==> src/rtl/cacheline_adaptor_if.sv <==
// Line-side (cache <-> adaptor) and memory-side (adaptor <-> DRAM pins) bundles.
// master drives the request, slave answers it.
interface cacheline_adaptor_line_if #(
  parameter int LINE_WIDTH = 256
);
  logic                  line_read_i;
  logic                  line_write_i;
  logic [31:0]           line_addr_i;
  logic [LINE_WIDTH-1:0] line_wdata_i;
  logic [LINE_WIDTH-1:0] line_rdata_o;
  logic                  line_resp_o;

  modport master (
    output line_read_i, line_write_i, line_addr_i, line_wdata_i,
    input  line_rdata_o, line_resp_o
  );

  modport slave (
    input  line_read_i, line_write_i, line_addr_i, line_wdata_i,
    output line_rdata_o, line_resp_o
  );
endinterface

interface cacheline_adaptor_mem_if #(
  parameter int BEAT_WIDTH = 64
);
  logic                  mem_read;
  logic                  mem_write;
  logic [31:0]           mem_address;
  logic [BEAT_WIDTH-1:0] mem_wdata;
  logic [BEAT_WIDTH-1:0] mem_rdata;
  logic                  mem_resp;

  modport master (
    output mem_read, mem_write, mem_address, mem_wdata,
    input  mem_rdata, mem_resp
  );

  modport slave (
    input  mem_read, mem_write, mem_address, mem_wdata,
    output mem_rdata, mem_resp
  );
endinterface

==> src/rtl/cacheline_adaptor.sv <==
// Converts single 256-bit cache line reads/write-backs into 4-beat 64-bit
// memory bursts, one outstanding transaction at a time.
module cacheline_adaptor #(
  parameter int LINE_WIDTH  = 256,
  parameter int BEAT_WIDTH  = 64,
  parameter int BURST_LEN   = 4,
  parameter int OFFSET_BITS = 5
) (
  input  logic                      clk,
  input  logic                      rst,
  cacheline_adaptor_line_if.slave   line,
  cacheline_adaptor_mem_if.master   mem
);
  localparam int CNT_BITS = $clog2(BURST_LEN);

  typedef enum logic [1:0] {IDLE, RD_BURST, WR_BURST, DONE} state_t;

  state_t                state;
  logic [CNT_BITS-1:0]   cnt;
  logic [CNT_BITS-1:0]   next_cnt;
  logic                  last_beat;
  logic [LINE_WIDTH-1:0] wr_line;
  logic [LINE_WIDTH-1:0] rd_line;
  logic [31:0]           aligned_addr;
  logic                  unused_offset;

  assign aligned_addr  = {line.line_addr_i[31:OFFSET_BITS], {OFFSET_BITS{1'b0}}};
  assign unused_offset = ^line.line_addr_i[OFFSET_BITS-1:0];
  assign next_cnt      = cnt + 1'b1;
  assign last_beat     = (cnt == CNT_BITS'(BURST_LEN - 1));

  // Fill data is staged in rd_line and only published on the last beat,
  // so line_rdata_o keeps the previous line for the whole burst.
  always_ff @(posedge clk or negedge rst) begin
    if (!rst) begin
      state             <= IDLE;
      cnt               <= '0;
      wr_line           <= '0;
      rd_line           <= '0;
      mem.mem_read      <= 1'b0;
      mem.mem_write     <= 1'b0;
      mem.mem_address   <= '0;
      mem.mem_wdata     <= '0;
      line.line_rdata_o <= '0;
      line.line_resp_o  <= 1'b0;
    end else begin
      case (state)
        IDLE: begin
          cnt <= '0;
          if (line.line_write_i) begin
            state           <= WR_BURST;
            mem.mem_address <= aligned_addr;
            wr_line         <= line.line_wdata_i;
            mem.mem_wdata   <= line.line_wdata_i[BEAT_WIDTH-1:0];
            mem.mem_write   <= 1'b1;
          end else if (line.line_read_i) begin
            state           <= RD_BURST;
            mem.mem_address <= aligned_addr;
            mem.mem_read    <= 1'b1;
          end
        end
        RD_BURST: begin
          if (mem.mem_resp) begin
            rd_line[BEAT_WIDTH*int'(cnt) +: BEAT_WIDTH] <= mem.mem_rdata;
            cnt <= next_cnt;
            if (last_beat) begin
              state             <= DONE;
              mem.mem_read      <= 1'b0;
              line.line_resp_o  <= 1'b1;
              line.line_rdata_o <= {mem.mem_rdata, rd_line[LINE_WIDTH-BEAT_WIDTH-1:0]};
            end
          end
        end
        WR_BURST: begin
          if (mem.mem_resp) begin
            cnt           <= next_cnt;
            mem.mem_wdata <= wr_line[BEAT_WIDTH*int'(next_cnt) +: BEAT_WIDTH];
            if (last_beat) begin
              state            <= DONE;
              mem.mem_write    <= 1'b0;
              line.line_resp_o <= 1'b1;
            end
          end
        end
        DONE: begin
          line.line_resp_o <= 1'b0;
          state            <= IDLE;
        end
        default: state <= IDLE;
      endcase
    end
  end
endmodule

==> src/flat_wrapper.sv <==
// flat-port wrapper written by rule: the top's interface ports become plain ports
module cacheline_adaptor_flat 
#(
  parameter int LINE_WIDTH  = 256,
  parameter int BEAT_WIDTH  = 64,
  parameter int BURST_LEN   = 4,
  parameter int OFFSET_BITS = 5
)
  (clk, rst, line_line_read_i, line_line_write_i, line_line_addr_i, line_line_wdata_i, line_line_rdata_o, line_line_resp_o, mem_mem_read, mem_mem_write, mem_mem_address, mem_mem_wdata, mem_mem_rdata, mem_mem_resp);
  cacheline_adaptor_line_if #(.LINE_WIDTH(LINE_WIDTH)) line_i ();
  cacheline_adaptor_mem_if #(.BEAT_WIDTH(BEAT_WIDTH)) mem_i ();
  input  logic clk;
  input  logic rst;
  input wire logic [$bits(line_i.line_read_i)-1:0] line_line_read_i;
  input wire logic [$bits(line_i.line_write_i)-1:0] line_line_write_i;
  input wire logic [$bits(line_i.line_addr_i)-1:0] line_line_addr_i;
  input wire logic [$bits(line_i.line_wdata_i)-1:0] line_line_wdata_i;
  output wire logic [$bits(line_i.line_rdata_o)-1:0] line_line_rdata_o;
  output wire logic [$bits(line_i.line_resp_o)-1:0] line_line_resp_o;
  output wire logic [$bits(mem_i.mem_read)-1:0] mem_mem_read;
  output wire logic [$bits(mem_i.mem_write)-1:0] mem_mem_write;
  output wire logic [$bits(mem_i.mem_address)-1:0] mem_mem_address;
  output wire logic [$bits(mem_i.mem_wdata)-1:0] mem_mem_wdata;
  input wire logic [$bits(mem_i.mem_rdata)-1:0] mem_mem_rdata;
  input wire logic [$bits(mem_i.mem_resp)-1:0] mem_mem_resp;
  assign line_i.line_read_i = line_line_read_i;
  assign line_i.line_write_i = line_line_write_i;
  assign line_i.line_addr_i = line_line_addr_i;
  assign line_i.line_wdata_i = line_line_wdata_i;
  assign line_line_rdata_o = line_i.line_rdata_o;
  assign line_line_resp_o = line_i.line_resp_o;
  assign mem_mem_read = mem_i.mem_read;
  assign mem_mem_write = mem_i.mem_write;
  assign mem_mem_address = mem_i.mem_address;
  assign mem_mem_wdata = mem_i.mem_wdata;
  assign mem_i.mem_rdata = mem_mem_rdata;
  assign mem_i.mem_resp = mem_mem_resp;
  cacheline_adaptor #(.LINE_WIDTH(LINE_WIDTH), .BEAT_WIDTH(BEAT_WIDTH), .BURST_LEN(BURST_LEN), .OFFSET_BITS(OFFSET_BITS)) u_core (.clk(clk), .rst(rst), .line(line_i), .mem(mem_i));
endmodule
==> config.mk <==
export PLATFORM = sky130hd
export DESIGN_NAME = cacheline_adaptor_flat
export DESIGN_NICKNAME = d
export VERILOG_FILES = /design/src/rtl/cacheline_adaptor_if.sv /design/src/rtl/cacheline_adaptor.sv /design/src/flat_wrapper.sv
export SDC_FILE = /design/constraint.sdc
export NUM_CORES = 1
export LEC_CHECK = 0
export ABC_AREA = 1
export BUFFER_PORTS_ARGS = -buffer_cell sky130_fd_sc_hd__buf_2
export CORE_AREA = 8 8 270 272
export DETAILED_ROUTE_END_ITERATION = 8
export DIE_AREA = 0 0 278 280
export PLACE_DENSITY_LB_ADDON = 0.12
export SETUP_SLACK_MARGIN = 0.1
export SLEW_MARGIN = 20
export SYNTH_ARGS = -nofsm -noshare
export SYNTH_HDL_FRONTEND = slang
export SYNTH_SLANG_ARGS = --single-unit
==> constraint.sdc <==
create_clock -name clk -period 2.74 [get_ports clk]
set_clock_uncertainty 0.1 [all_clocks]
set_input_delay 0.411 -clock clk [delete_from_list [all_inputs] [get_ports clk]]
set_output_delay 0.411 -clock clk [all_outputs]
set_load 0.05 [all_outputs]
### Word level (Yosys, flattened, before mapping)

Index checks and enable logic that the tools add are counted.

| word-level totals | value |
|---|---|
| register bits | 871 |
| output and inout bits | 355 |
| logic and storage cells | 69 |

| cells by class | value |
|---|---|
| $add $sub $neg | 2 |
| equality and inequality tests | 14 |
| shifts and indexed selects | 3 |
| mux-type cells | 23 |
| reduce and logical (&&, ||, !) cells | 17 |

Operators with widths:

| kind | number |
|---|---|
| 256-bit bitwise mux | 1 |
| 64-bit by 33-bit variable shift with 256-bit output (first input constant) | 1 |
| 256-bit by 9-bit indexed part select with 64-bit output | 1 |
| 64-bit by 33-bit indexed part select with 256-bit output | 1 |
| 64-bit two-way mux | 2 |
| 64-bit case mux with 2 select lines | 1 |
| 32-bit two-way mux | 2 |
| 8-bit negator with 33-bit output | 1 |
| 3-bit AND reduction | 4 |
| 2-bit two-way mux | 5 |
| 2-bit inequality test (second input constant) | 5 |
| 2-bit nonzero test | 5 |
| 2-bit by 1-bit inequality test with 1-bit output (second input constant) | 4 |
| 2-bit AND reduction | 4 |
| 1-bit two-way mux | 7 |
| 2-bit equality test (second input constant) | 3 |
| 1-bit case mux with 2 select lines | 3 |
| 2-bit case mux with 3 select lines | 1 |
| 5-bit AND reduction | 1 |
| 2-bit case mux with 2 select lines | 1 |
| 4-bit AND reduction | 1 |
| 3-bit inequality test (second input constant) | 1 |
| 2-bit by 1-bit adder with 2-bit output (second input constant) | 1 |
| 2-bit by 1-bit equality test with 1-bit output (second input constant) | 1 |
| 2 further kinds | 2 |

### Longest topological paths before layout

Gate-level depths: netlist of run 1.

| depth | value |
|---|---|
| depth after elaboration | 4 |
| depth in mapped cells | 12 |
| depth with buffers taken out | 8 |

### Worst setup path before layout of run 1

No wires, ideal clock.

| timing | value |
|---|---|
| path kind | register to register |
| from | reg u_core.cnt[0] |
| to | reg u_core.mem.mem_wdata[24] |
| setup time | 118 ps |
| data arrival time | 2056 ps |
| setup slack | 467 ps |
| stages on the path, launching flop included | 13 |
| path buffers | 4 |
| clock period less this slack | 2273 ps |
| path through | dfrtp_1 -> inv_2 -> buf_2 -> buf_2 -> ha_1 -> inv_1 -> buf_2 -> clkbuf_1 -> nand3_1 -> nand2_1 -> nand2_1 -> nand2_1 -> nand2_1 |

| between the ends | value |
|---|---|
| word-level cells in the longest chain between the ends | 4 |

Ends and longest elaborated chain:

| element | RTL line | RTL |
|---|---|---|
| start, declared | cacheline_adaptor.sv:19 | `logic [CNT_BITS-1:0] cnt;` |
| start signal, assigned | cacheline_adaptor.sv:65 | `cnt <= next_cnt;` |
| start signal, assigned | cacheline_adaptor.sv:76 | `cnt <= next_cnt;` |
| 2-bit by 1-bit adder with 2-bit output | cacheline_adaptor.sv:29 | `assign next_cnt = cnt + 1'b1;` |
| 256-bit by 9-bit indexed part select with 64-bit output | cacheline_adaptor.sv:77 | `mem.mem_wdata <= wr_line[BEAT_WIDTH*int'(next_cnt) +: BEAT_WIDTH];` |
| 64-bit two-way mux | cacheline_adaptor.sv:75 | `if (mem.mem_resp) begin` |
| 64-bit case mux with 2 select lines | cacheline_adaptor.sv:47 | `case (state)` |
| end signal, assigned | cacheline_adaptor.sv:54 | `mem.mem_wdata <= line.line_wdata_i[BEAT_WIDTH-1:0];` |
| end signal, assigned | cacheline_adaptor.sv:77 |  |
| end, declared | cacheline_adaptor_if.sv:35 | `output mem_read, mem_write, mem_address, mem_wdata,` |

No other way between the ends. The select of a mux whose other input is x is not followed.
A chain may end at the register's enable or synchronous reset.

### Worst setup path in the final report of run 1

| timing | value |
|---|---|
| from | reg u_core.state[1] |
| to | reg u_core.rd_line[185] |

| between the ends | value |
|---|---|
| word-level cells in the longest chain between the ends | 2 |

Ends and longest elaborated chain:

| element | RTL line | RTL |
|---|---|---|
| start, declared | cacheline_adaptor.sv:18 | `state_t state;` |
| start signal, assigned | cacheline_adaptor.sv:36 | `state <= IDLE;` |
| start signal, assigned | cacheline_adaptor.sv:51 | `state <= WR_BURST;` |
| start signal, assigned | cacheline_adaptor.sv:57 | `state <= RD_BURST;` |
| 2-bit by 1-bit equality test with 1-bit output | cacheline_adaptor.sv:47 |  |
| 2-bit AND reduction (no line) | n/a |  |
| end signal, assigned by index | cacheline_adaptor.sv:64 | `rd_line[BEAT_WIDTH*int'(cnt) +: BEAT_WIDTH] <= mem.mem_rdata;` |
| end, declared | cacheline_adaptor.sv:23 | `logic [LINE_WIDTH-1:0] rd_line;` |

No other way between the ends.

==> metrics.md, run 1 <==
| Metric | Value |
|---|---|
| Setup Viol. Count Final | `0` |
| # nets final | `5242` |
| Setup TNS | `0 ns` |
| GR Overflow Total | `0` |
| Syn Std Cell Area | `33150 µm²` |
| CTS root buf | `clkbuf_16` |
| Delay-heaviest family, CP | `buffers and inverters` |
| GP Congestion | `0.8689` |
| Die height | `280 µm` |
| Adder-Cell Fraction of Synth Area | `0.3775%` |
| Worst IR drop on VDD | `766.9 µV` |
| CTS buffer count | `86` |
| CTS sink cnt | `802` |
| Detailed placement HPWL | `68400 µm` |
| Outcome | `complete, no violations` |
| Final worst slack | `0.5705 ns` |
| Gates resized, CTS repair | `0` |
| Crit path DAT | `2.61 ns` |
| Hold Fails Final Rpt | `0` |
| Clk slew on worst S/H paths | `0.06 ns` |
| Cell count after placement | `5329` |
| Post-synthesis mux area share | `0%` |
| Critical Path Fanout Max | `128` |
| Post-Synth XOR/XNOR Area | `0%` |
| Avg WL per Cell | `18.59 µm` |
| RSZ-0062 raised after global routing | `false` |
| Initial antenna violation count | `13` |
| Worst setup path class | `reg -> reg` |
| Crit path time final | `2.169 ns` |
| Syn avg cell area | `8.452 µm²` |
| Slew HR | `33.84%` |
| Largest stage delay, worst path | `0.43 ns` |
| Period utilization | `79.18%` |
| Fillcell total | `5795` |
| Critical Path End Type | `register` |
| DIE AREA | `77840 µm²` |
| Post-synth top area share | `60.54%` |
| Max Fclk | `0.4609 GHz` |
| Htree depth | `3` |
| MaxCap Viol Count | `0` |
| PortBufs | `701` |
| Initial detailed-routing violation count | `2182` |
| Leakage power | `23.29 nW` |
| CP cell instances | `inv_1, ha_1, nand2_1, nor2_4, buf_12, nand3_1, o21ai_0` |
| Initial Utilization | `48.09%` |
| # rows | `97` |
| Hold Buf Count CTS | `349` |
| Clk buf depth | `3` |
| Clk Latency, worst-skew pair | `0.63 ns` |
| Worst Path Required | `3.18 ns` |
| First-pass GRT wire length | `169800 µm` |
| Die width | `278 µm` |
| Fin. max-slew vios | `0` |
| Seq/Total Area, Yosys | `60.54%` |
| Synth cell types | `23` |
| Synth Area in Compound Gates | `7.198%` |
| Critical Path Start Type | `register` |
| Syn Inst Count | `3922` |
| Dpl ws | `0.5736 ns` |
| Largest family of logic cells by synthesized area | `simple AND/OR/NAND/NOR gates` |
| IO Pins | `712` |
| Final ANT Viol Nets | `0` |
| Worst Hold Class | `in -> reg` |
| DRT Pass-1 Iters | `5` |
| Vias | `29520` |
| Fin cells | `5844` |
| Power Total | `57.69 mW` |
| CP max-delay cell | `dfrtp_1` |
| Yosys top cell by area | `dfrtp_1` |
| Share of cells above drive strength 1 | `18.29%` |
| Pwr/cell area | `1314 nW/µm²` |
| Vias per std cell | `5.051` |
| Number of global-route vias before repair | `29540` |
| Placed cell areas | `37550 µm²` |
| Routed WL | `108700 µm` |
| CTS tree | `built` |
| Critical path buffer and inverter count | `2` |
| Actual slew at the worst max-slew pin | `0.9924 ns` |
| Synth area leaders | `dfrtp_1 61%, nand2_1 19%, o21ai_0 5.1%` |
| Seq cells post-synth | `802` |
| Post-Synth Simple-Gate Area | `25.25%` |
| Area grow syn2layout | `32.43%` |
| Core area | `68940 µm²` |
| Setup Buffers After CTS | `0` |
| Final Instance Area | `43900 µm²` |
| Largest net degree at the start of global routing | `190` |
| DRC viols | `0` |
| Global Route Usage Sum | `27.29%` |
| Yosys warns | `0` |
-- logic make-up (layout without fill, tap and decap cells) --
kind of cell               Yosys count  count (layout)
buffers and inverters              525            1537
AOI/OAI and AO/OA                  460             460
other                                1              20
DFF                                802             802
and+or+nand+nor                   2124            2124
adders and majority gates           10              10
-- registers in the layout (all words and copies together) (netlist names), 2 cells and up --
register and cells:
u_core.line.line_rdata_o 256, u_core.wr_line 256, u_core.rd_line 192, u_core.mem.mem_wdata 64, u_core.mem.mem_address 27, u_core.cnt 2, u_core.state 2
-- layout by cell type (no fill, tap or decap), types with 2 or more instances in the layout --
master / synthesis / final
o22ai_1: 65 / 65
clkbuf_16: 0 / 87
nand3_4: 0 / 2
inv_1: 273 / 272
dfrtp_1: 802 / 801
o21ai_0: 341 / 341
bufinv_16: 0 / 4
ha_4: 0 / 2
nor2_1: 134 / 131
nor3_4: 2 / 2
o21ai_1: 53 / 53
clkinv_16: 0 / 2
dlygate4sd3_1: 0 / 349
inv_16: 0 / 3
buf_12: 0 / 29
nand3_1: 286 / 285
nor2_4: 0 / 3
diode_2: 0 / 15
buf_2: 92 / 700
ha_1: 10 / 8
clkbuf_8: 0 / 17
nand2_1: 1698 / 1696
clkbuf_1: 125 / 26
clkinv_2: 0 / 10
buf_4: 5 / 32
conb_1: 1 / 5
-- layout make-up --
type,instances,area [µm²],area share [%]
antenna,15,37.54,0.08550
clock buffer,130,2509,5.715
inverter,275,1042,2.374
tap,891,1115,2.539
clock inverter,21,314.1,0.7154
sequential,802,20070,45.72
timing repair buffer,1111,7833,17.84
multi-input combinational,2599,10980,25.00
-- worst min-delay path: cells and delay by family --
kind                   cells  cell delay, ns
AOI/OAI and AO/OA          2            0.23
buffers and inverters      2            0.13
and+or+nand+nor            1            0.05
-- path summary, 6_finish.rpt --
check                                     startpoint                            to  slack (ns)  depth (start not counted)
max                                  u_core.state[1]           u_core.rd_line[185]        0.57                          7
max in group asynchronous                        rst           u_core.rd_line[172]        1.30                          3
min reg2reg                u_core.mem.mem_address[9]     u_core.mem.mem_address[9]        0.37                          2
min in group asynchronous                        rst  u_core.line.line_rdata_o[84]        0.22                          2
max reg2reg                          u_core.state[1]           u_core.rd_line[185]        0.57                          7
min                                 line_line_read_i           u_core.mem.mem_read        0.16                          5
-- metal layers --
layer  wire length [µm]  part of all wire, %  global-route usage (%)  vias to the layer above
met2              50500                   46                   43.64                     1112
li1                   -                    -                       -                    14150
met1              45480                   42                   35.60                    13980
met5                  8               0.0074                       0                        -
met4               5131                  4.7                   12.46                        2
met3               7537                  6.9                   6.011                      277
-- synth_stat cells --
cell and count:
ha_1 10, clkbuf_1 125, a21boi_0 1, nand4_1 1, and2_1 1, buf_1 16
buf_6 12, nand3_1 286, or2_2 1, o21ai_0 341, o22ai_1 65, buf_4 5
inv_2 1, dfrtp_1 802, conb_1 1, clkinv_1 1, nand3_2 1, nor3_4 2
o21ai_1 53, inv_1 273, nand2_1 1698, buf_2 92, nor2_1 134
-- stage by stage --
step	hold slack, ns	util [%]
2_1_floorplan	0.01541	-
3_3_place_gp	0.3059	54.46
3_5_place_dp	0.3080	54.46
4_1_cts	0.1217	63.63
5_1_grt	0.1793	63.66
6_report	0.1648	63.68
-- power breakdown --
group	switching (mW)	leakage, nW	internal (mW)	total, mW
clock network	4.88	1.38	6.74	11.6
logic	19.3	11.6	6.88	26.2
registers	2.80	10.3	17.1	19.9
Power figures use the tool's default switching activity.
==> run 2, diff against run 1 <==
--- a/config.mk
+++ b/config.mk
@@ -7,9 +7,9 @@
 export LEC_CHECK = 0
 export ABC_AREA = 1
 export BUFFER_PORTS_ARGS = -buffer_cell sky130_fd_sc_hd__buf_2
-export CORE_AREA = 8 8 270 272
+export CORE_MARGIN = 8
+export CORE_UTILIZATION = 49
 export DETAILED_ROUTE_END_ITERATION = 8
-export DIE_AREA = 0 0 278 280
 export PLACE_DENSITY_LB_ADDON = 0.12
 export SETUP_SLACK_MARGIN = 0.1
 export SLEW_MARGIN = 20
==> constraint.sdc (replaced) <==
create_clock -name clk -period 1.91 [get_ports clk]
set_clock_uncertainty 0.1 [all_clocks]
set_input_delay 0.2865 -clock clk [delete_from_list [all_inputs] [get_ports clk]]
set_output_delay 0.2865 -clock clk [all_outputs]
set_load 0.05 [all_outputs]
==> run 2 against run 1 <==
  * Routed wire length up 17%
  * Setup slack worse by 0.56 ns
  * Critical path depth up 3
  * Worst hold slack worse by 0.10 ns
  * Clock-buffer cell count down 11
  * Via count up 8.2%
  * Non-clock buffer count up 166
  * Largest power group unchanged
  * Highest routed layer is now met4
  * Global-route usage up 3.0 points
  * Critical endpoint is now u_core.rd_line[148]
  * Combinational power up 71%
==> metrics.md, run 2 (synthesis results as in run 1) <==
| Metric | Value |
|---|---|
| IO Pins | `712 (unchanged)` |
| Number of global-route vias before repair | `31280 (was 29540)` |
| Final ANT Viol Nets | `0 (unchanged)` |
| Placed cell areas | `38510 µm² (was 37550 µm²)` |
| Most common cell after layout, fill and taps aside | `nand2_1 (unchanged)` |
| Initial detailed-routing violation count | `3220 (was 2182)` |
| Worst reg2reg endpoint | `u_core.rd_line[148] (was u_core.rd_line[185])` |
| Die width | `276.1 µm (was 278 µm)` |
| Power Total | `89.90 mW (was 57.69 mW)` |
| Hold Fails Final Rpt | `0 (unchanged)` |
| Worst Path Required | `2.36 ns (was 3.18 ns)` |
| Reg2Reg Depth | `10 (was 7)` |
| Outcome | `complete, no violations (unchanged)` |
| RSZ-0062 raised after global routing | `true (was false)` |
| Worst Hold Class | `in -> async (was in -> reg)` |
| GR Overflow Total | `0 (unchanged)` |
| CTS sink cnt | `802 (unchanged)` |
| Clk buf depth | `3 (unchanged)` |
| Initial antenna violation count | `8 (was 13)` |
| Reg-to-Reg Start | `u_core.cnt[0] (was u_core.state[1])` |
| Dpl ws | `-0.02105 ns (was 0.5736 ns)` |
| Largest net degree at the start of global routing | `71 (was 190)` |
| Clk Latency, worst-skew pair | `0.63 ns (about the same)` |
| GP Congestion | `0.8515 (was 0.8689)` |
| Area grow syn2layout | `43.92% (was 32.43%)` |
| DRC viols | `0 (unchanged)` |
| Vias | `31930 (was 29520)` |
| Clk slew on worst S/H paths | `0.06 ns (about the same)` |
| Detailed placement HPWL | `73600 µm (was 68400 µm)` |
| DIE AREA | `76230 µm² (was 77840 µm²)` |
| Largest stage delay, worst path | `0.45 ns (was 0.43 ns)` |
| CTS tree | `built (unchanged)` |
| Leakage power | `24.85 nW (was 23.29 nW)` |
| Core area | `67040 µm² (was 68940 µm²)` |
| CP cell instances | `inv_8, buf_12, buf_6, ha_4, buf_4, nor3_4, buf_12, buf_6, nand3_1, o21ai_1 (was inv_1, ha_1, nand2_1, nor2_4, buf_12, nand3_1, o21ai_0)` |
| Critical Path Fanout Max | `10 (was 128)` |
| Fin. max-slew vios | `0 (unchanged)` |
| Die height | `276.1 µm (was 280 µm)` |
| Critical Path End Type | `register (unchanged)` |
| Critical Path Start Type | `register (unchanged)` |
| Global Route Usage Sum | `30.29% (was 27.29%)` |
| Setup TNS | `0 ns (unchanged)` |
| Fin cells | `5982 (was 5844)` |
| Crit path DAT | `2.35 ns (was 2.61 ns)` |
| R2R Setup Slk | `0.02 ns (was 0.57 ns)` |
| Period utilization | `99.20% (was 79.18%)` |
| Cell count after placement | `5375 (was 5329)` |
| Worst setup path class | `reg -> reg (unchanged)` |
| Crit path time final | `1.895 ns (was 2.169 ns)` |
| CP max-delay cell | `dfrtp_4 (was dfrtp_1)` |
| Worst IR drop on VDD | `1161 µV (was 766.9 µV)` |
| First-pass GRT wire length | `184200 µm (was 169800 µm)` |
| Htree depth | `3 (unchanged)` |
| Share of cells above drive strength 1 | `23.80% (was 18.29%)` |
| Routed WL | `126800 µm (was 108700 µm)` |
| PortBufs | `701 (unchanged)` |
| DRT Pass-1 Iters | `6 (was 5)` |
| Max Fclk | `0.5278 GHz (was 0.4609 GHz)` |
| CTS root buf | `clkbuf_16 (unchanged)` |
| # nets final | `5405 (was 5242)` |
| Final Instance Area | `47710 µm² (was 43900 µm²)` |
| MaxCap Viol Count | `0 (unchanged)` |
| Final worst slack | `0.01524 ns (was 0.5705 ns)` |
| # rows | `95 (was 97)` |
| Largest registers | `u_core.line.line_rdata_o x256, u_core.wr_line x256, u_core.rd_line x192 (unchanged)` |
| Pwr/cell area | `1884 nW/µm² (was 1314 nW/µm²)` |
| Setup Viol. Count Final | `0 (unchanged)` |
| Avg WL per Cell | `21.20 µm (was 18.59 µm)` |
| CTS buffer count | `83 (was 86)` |
| Vias per std cell | `5.337 (was 5.051)` |
| Most frequent cells in the layout | `1689 x nand2_1, 800 x dfrtp_1, 699 x buf_2 (was 1696 x nand2_1, 801 x dfrtp_1, 700 x buf_2)` |
| Initial Utilization | `49.45% (was 48.09%)` |
==> run 2: cell count changes in the layout (fill, tap and decap cells not counted), moves of 9 or more <==
cell / delta
buf_4: +28
o21ai_1: +47
buf_6: +28
buf_12: +42
nand3_2: +77
o21ai_0: -70
buf_16: +37
nand3_4: +9
o22ai_1: -9
o21ai_2: +23
nand3_1: -86
clkbuf_16: +24
==> run 2: repair_timing <==
action / in CTS / in global routing
gates resized for setup: 136 / 164
hold endpoints to repair: 1122 / 0
pin swaps: 10 / 14
setup endpoints to repair: 288 / 540
buffers inserted: 33 / 14
hold buffers: 350 / 0
cloned: 23 / 32
==> run 2: routing by layer <==
metal	vias to the layer above	GRT usage, %	wire, µm
met3	341	5.121	10200
met2	1747	49.99	61240
met5	-	0	0
met1	15310	39.25	49210
met4	0	13.51	6195
li1	14530	-	-
==> run 2: how the worst max path moves through the flow <==
stage	end	startpoint	slack, ns	cells after the start
floorplan	u_core.rd_line[176]	u_core.cnt[0]	-0.05	9
global placement	u_core.mem.mem_wdata[14]	u_core.cnt[0]	0.002	8
detailed placement	u_core.rd_line[36]	u_core.state[1]	-0.02	7
CTS	u_core.rd_line[164]	u_core.cnt[0]	0.03	10
global route	u_core.rd_line[148]	u_core.cnt[0]	-0.03	10
finish	u_core.rd_line[148]	u_core.cnt[0]	0.02	10
==> run 2: worst max-delay path: cells and delay by family (launching register included) <==
family	cells	cell delay [ns]
buf+inv	6	0.78
fa+ha+maj	1	0.15
flops	1	0.45
compound gates	1	0.09
simple gates	2	0.24
==> run 2: area by class of cell <==
class	instances	area, µm²
Inverter	275	1062
Timing Repair Buffer	1277	10970
Fill cell	4912	19330
Multi-Input combinational cell	2599	11790
Antenna cell	8	20.02
Clock inverter	29	370.4
Tap cell	873	1092
Clock buffer	119	2332
Sequential cell	802	20070
==> run 2: per-stage QoR <==
stage | utilization, % | hold slack [ns]
3_5_place_dp | 57.45 | 0.1247
5_1_grt | 71.16 | 0.06741
4_1_cts | 68.78 | 0.04722
2_1_floorplan | - | -0.1091
3_3_place_gp | 57.45 | 0.1200
6_report | 71.16 | 0.06136
==> run 2: where the power goes <==
group	switching (mW)	internal (mW)	total [mW]
Combinational	30.7	14.1	44.8
Sequential	4.32	24.5	28.8
Clock	6.99	9.26	16.2
Total	42.0	47.9	89.9
